File: src/rtl/crc_stream_pipe.sv
// One-deep valid/ready register slice carrying a checked beat.
// Holds its contents stable while downstream stalls.
module crc_stream_pipe #(
    parameter int DW = 64
) (
    input  logic          clk,
    input  logic          reset_n,
    input  logic          load,
    output logic          up_ready,
    input  logic [DW-1:0] in_data,
    input  logic          in_sof,
    input  logic          in_eof,
    input  logic          in_err,
    input  logic          dn_ready,
    output logic          out_valid,
    output logic [DW-1:0] out_data,
    output logic          out_sof,
    output logic          out_eof,
    output logic          out_err
);

    logic err_q;

    assign up_ready = ~out_valid | dn_ready;
    assign out_err  = out_valid & out_eof & err_q;

    always_ff @(posedge clk or negedge reset_n) begin
        if (!reset_n) begin
            out_valid <= 1'b0;
            out_data  <= '0;
            out_sof   <= 1'b0;
            out_eof   <= 1'b0;
            err_q     <= 1'b0;
        end else if (load) begin
            out_valid <= 1'b1;
            out_data  <= in_data;
            out_sof   <= in_sof;
            out_eof   <= in_eof;
            err_q     <= in_err;
        end else if (dn_ready) begin
            out_valid <= 1'b0;
        end
    end

endmodule

File: config.mk
export PLATFORM = sky130hd
export DESIGN_NAME = crc_stream_pipe
export DESIGN_NICKNAME = d
export VERILOG_FILES = /design/src/rtl/crc_stream_pipe.sv
export SDC_FILE = /design/constraint.sdc
export NUM_CORES = 1
export LEC_CHECK = 0
export ABC_AREA = 0
export BUFFER_PORTS_ARGS = -buffer_cell sky130_fd_sc_hd__buf_4
export CAP_MARGIN = 20
export CORE_ASPECT_RATIO = 1.2
export CORE_MARGIN = 8
export CORE_UTILIZATION = 44
export DETAILED_ROUTE_END_ITERATION = 8
export PLACE_DENSITY_LB_ADDON = 0.08
export SYNTH_ARGS = -nofsm -noshare
export SYNTH_HDL_FRONTEND = slang
export SYNTH_SLANG_ARGS = --single-unit
File: constraint.sdc
create_clock -name clk -period 0.85 [get_ports clk]
set_input_delay 0.1275 -clock clk [delete_from_list [all_inputs] [get_ports clk]]
set_output_delay 0.1275 -clock clk [all_outputs]
set_load 0.02 [all_outputs]
## After elaboration in Yosys (flattened, before gate mapping)

Cells that the tools add are included.
W data, S select, Z words.

| operators by class | value |
|---|---|
| muxes and demuxes | 2 |
| bitwise logic cells | 4 |
| reductions and logical operators | 1 |

Operator list:

| kind | number |
|---|---|
| $and A1 B1 Y1 | 2 |
| $mux W1 | 2 |
| $reduce_bool A2 Y1 | 1 |
| $not A1 Y1 | 1 |
| $or A1 B1 Y1 | 1 |

| storage, ports and cells | value |
|---|---|
| register bits | 68 |
| input bits | 71 |
| output and inout port bits | 69 |
| logic and storage cells | 12 |

## Longest topological paths before layout

| logic depth | value |
|---|---|
| depth after elaboration | 2 |
| gate-level depth with buffers | 4 |
| gate-level depth less buffers | 2 |

## Worst setup path before layout

OpenSTA, ideal clock, no wires.

| path | value |
|---|---|
| path type | in2reg |
| from | input load |
| to | register out_data[39] |
| setup time | 0.125 ns |
| data arrival time | 0.797 ns |
| required time | 0.725 ns |
| setup slack | -0.072 ns |
| stages | 4 |
| path buffers | 3 |
| cell sequence | buf_6 buf_6 buf_6 mux2_4 |

RTL lines:

| item | line | source |
|---|---|---|
| from (decl) | 8 | `input logic load,` |
| to (signal assigned) | 36 | `out_data <= in_data;` |
| to (decl) | 16 | `output logic [DW-1:0] out_data,` |

No word-level cell between the ends.

## Worst setup path in the final report

| path | value |
|---|---|
| from | register out_valid |
| to | output out_err |

| on the way | value |
|---|---|
| longest elaborated chain between the ends | 2 |

RTL lines:

| item | line | source |
|---|---|---|
| from (decl) | 15 | `output logic out_valid,` |
| from (signal assigned) | 29 | `out_valid <= 1'b0;` |
| from (signal assigned) | 35 | `out_valid <= 1'b1;` |
| from (signal assigned) | 41 | `out_valid <= 1'b0;` |
| $and A1 B1 Y1 (2 in series) | 25 | `assign out_err = out_valid & out_eof & err_q;` |
| to (decl) | 19 | `output logic out_err` |

Every way passes these cells.

==> qor.yml <==
cts_buffers: 9
num_rows: 30
ys_seq_area_frac: 0.652
rsz0062_at_grt: "yes"
end_kind: "primary output"
drc: 0
final-hold-violation-count: 0
grt_overflow_total: 0
worst_ep_arrival_time_ps: 1030
drt_iter0_markers: 29
cts_tree: "yes"
nFillCells: 321
core_area_sq_um: 5710
hold_class: "input pin to flop"
synthCells: 146
setup.worst_path.start_class: "flop"
worst-path-buf-inv: 1
ir_worst_vdd_v: 0.00124
syn_area_sq_um: 2610
die-width_um: 86.3
status: "complete, but fails checks"
drive_gt1_frac: 0.732
place_hpwl_mm: 5.17
via_count: 1961
power_uw: 8660
nets: 410
crit_type: "flop to primary output"
routed_wl_mm: 7.98
slew_viol_final: 0
synth_area_per_cell_sq_um: 17.9
wl_per_cell_um: 18.9
fp.dieArea_sq_um: 8670
place.gp.congestion: 0.723
clkSinkCount: 68
areaGrowthSynthToFinish_pct: 79.7
numPortBuffers: 139
num_antenna_cells: 0
cp_max_fo: 3
antenna_left: 0
worstPathRequired_ps: 720
antenna_found_initial: 0
crit_family: "flip-flops"
yosysUniqueCellTypes: 7
async_flop_share: 1.00
max_freq_mhz: 866
maxSlewHeadroom: 0.790
cts_buffer_depth: 2
yosysMostFrequentCell: "dfrtp_1"
p_per_area_nw_per_um2: 1840
max_cap_violations: 0
finClkSkew_ps: 0
grt_max_degree: 21
path_cells: "and3_4, buf_6"
placedCellCount: 365
critical-path-slowest-cell: "dfrtp_1"
post-place-ws_ps: -93.2
grt_pass1_vias: 2130
p_leak_uw: 0.00227
period_share: 1.36
violations: "negative setup slack"
stdcell_count: 423
tightest_slew_ps: 314
clock_latency_ps: 340
whs_ps: 13.6
htree_levels: 3
ioPinCount: 140
max_stage_delay_ps: 390
synth_top_area_share: 0.652
yosys_warnings: 0
firstDrtPassIters: 3
vias_per_cell: 4.64
finalSetupViolCount: 89
synth_common_cells: "dfrtp_1 (68), mux2_2 (48), mux2_4 (19)"
synth_flop_cell: "dfrtp_1"
clk_pin_slew_ps: 70
finalWorstSetupSlack_ps: -305
grt_first_pass_wirelength_mm: 11.2
syn-num-nets: 217
ys_seq_elements: 68
initial_core_util: 0.458
cts-root-buf: "clkbuf_8"
period_needed_ps: 1150
synth_top_cell_by_area: "dfrtp_1"
synth_edf_count: 0
grtUsageTotal: 0.170
die_h_um: 100
ys_top_cells_by_area: "dfrtp_1 (65%), mux2_2 (21%), mux2_4 (11%)"
[final cells by class]
type	count	area, sq um	area share
Tap cell	80	100	0.0213
Sequential cell	68	1700	0.363
Clock buffer	14	183	0.0389
Clock inverter	1	5.00	0.00107
Timing Repair Buffer	190	1850	0.395
Multi-Input combinational cell	70	850	0.181
[flip-flops by register name (all words and copies together) (netlist names)]
name / cells
err_q: 1
out_data: 64
out_eof: 1
out_sof: 1
out_valid: 1
[where the power goes]
group          switching, uW  total [uW]  internal, uW
Combinational            920        2330          1410
Clock                   1150        2510          1360
Sequential               252        3810          3560
[worst register-to-register path, cell delays in order, from the launching register on]
cell	delay (ps)
dfrtp_1	420
buf_6	130
mux2_4	260
[metrics by stage]
stage,util,TNS (ps),area [sq um]
after floorplan,-,-1890,2630
after global placement,0.671,-3820,3830
after detailed placement,0.671,-4450,3830
after CTS,0.772,-11810,4400
after global routing,0.823,-14930,4690
final,0.823,-11800,4690
[routing by layer]
layer | GRT usage | up-vias | share of wire | wire length (um)
met1 | 0.175 | 963 | 0.37 | 2980
met2 | 0.272 | 91 | 0.51 | 4070
li1 | - | 898 | - | -
met5 | 0 | - | 0 | 0
met3 | 0.104 | 9 | 0.11 | 838
met4 | 0.0677 | 0 | 0.010 | 82
[cells by family after synthesis]
group         after synthesis  share of synthesized area
mux                        67                      0.316
simple gates                3                    0.00719
buf+inv                     8                     0.0249
flops                      68                      0.652
[cells in the final DEF (no fill, tap or decap)]
cell type and n:
buf_4 83, buf_6 80, dlygate4sd3_1 21, clkbuf_1 1, mux2_4 19, and3_4 1
mux2_2 48, dfrtp_1 68, clkinv_2 1, clkbuf_8 13, nand2b_1 2, buf_12 6
[repair_timing]
action,4_1_cts,5_1_grt
hold buffers,1,20
endpoints found under the setup margin,69,83
gates resized for setup,69,12
buffers inserted,16,6
pin swaps,0,0
endpoints found under the hold margin,68,20
[worst paths after layout]
path,startpoint,end,slack [ps],cells after the start
setup / recovery,out_valid,out_err,-300,2
hold / removal,in_data[13],out_data[13],10,2
setup reg to reg,out_data[44],out_data[44],-70,2
hold reg to reg,err_q,err_q,520,1
max in group asynchronous,reset_n,out_data[8],210,3
min in group asynchronous,reset_n,out_data[10],230,2
Note: power is estimated with default switching activity, not from simulation.
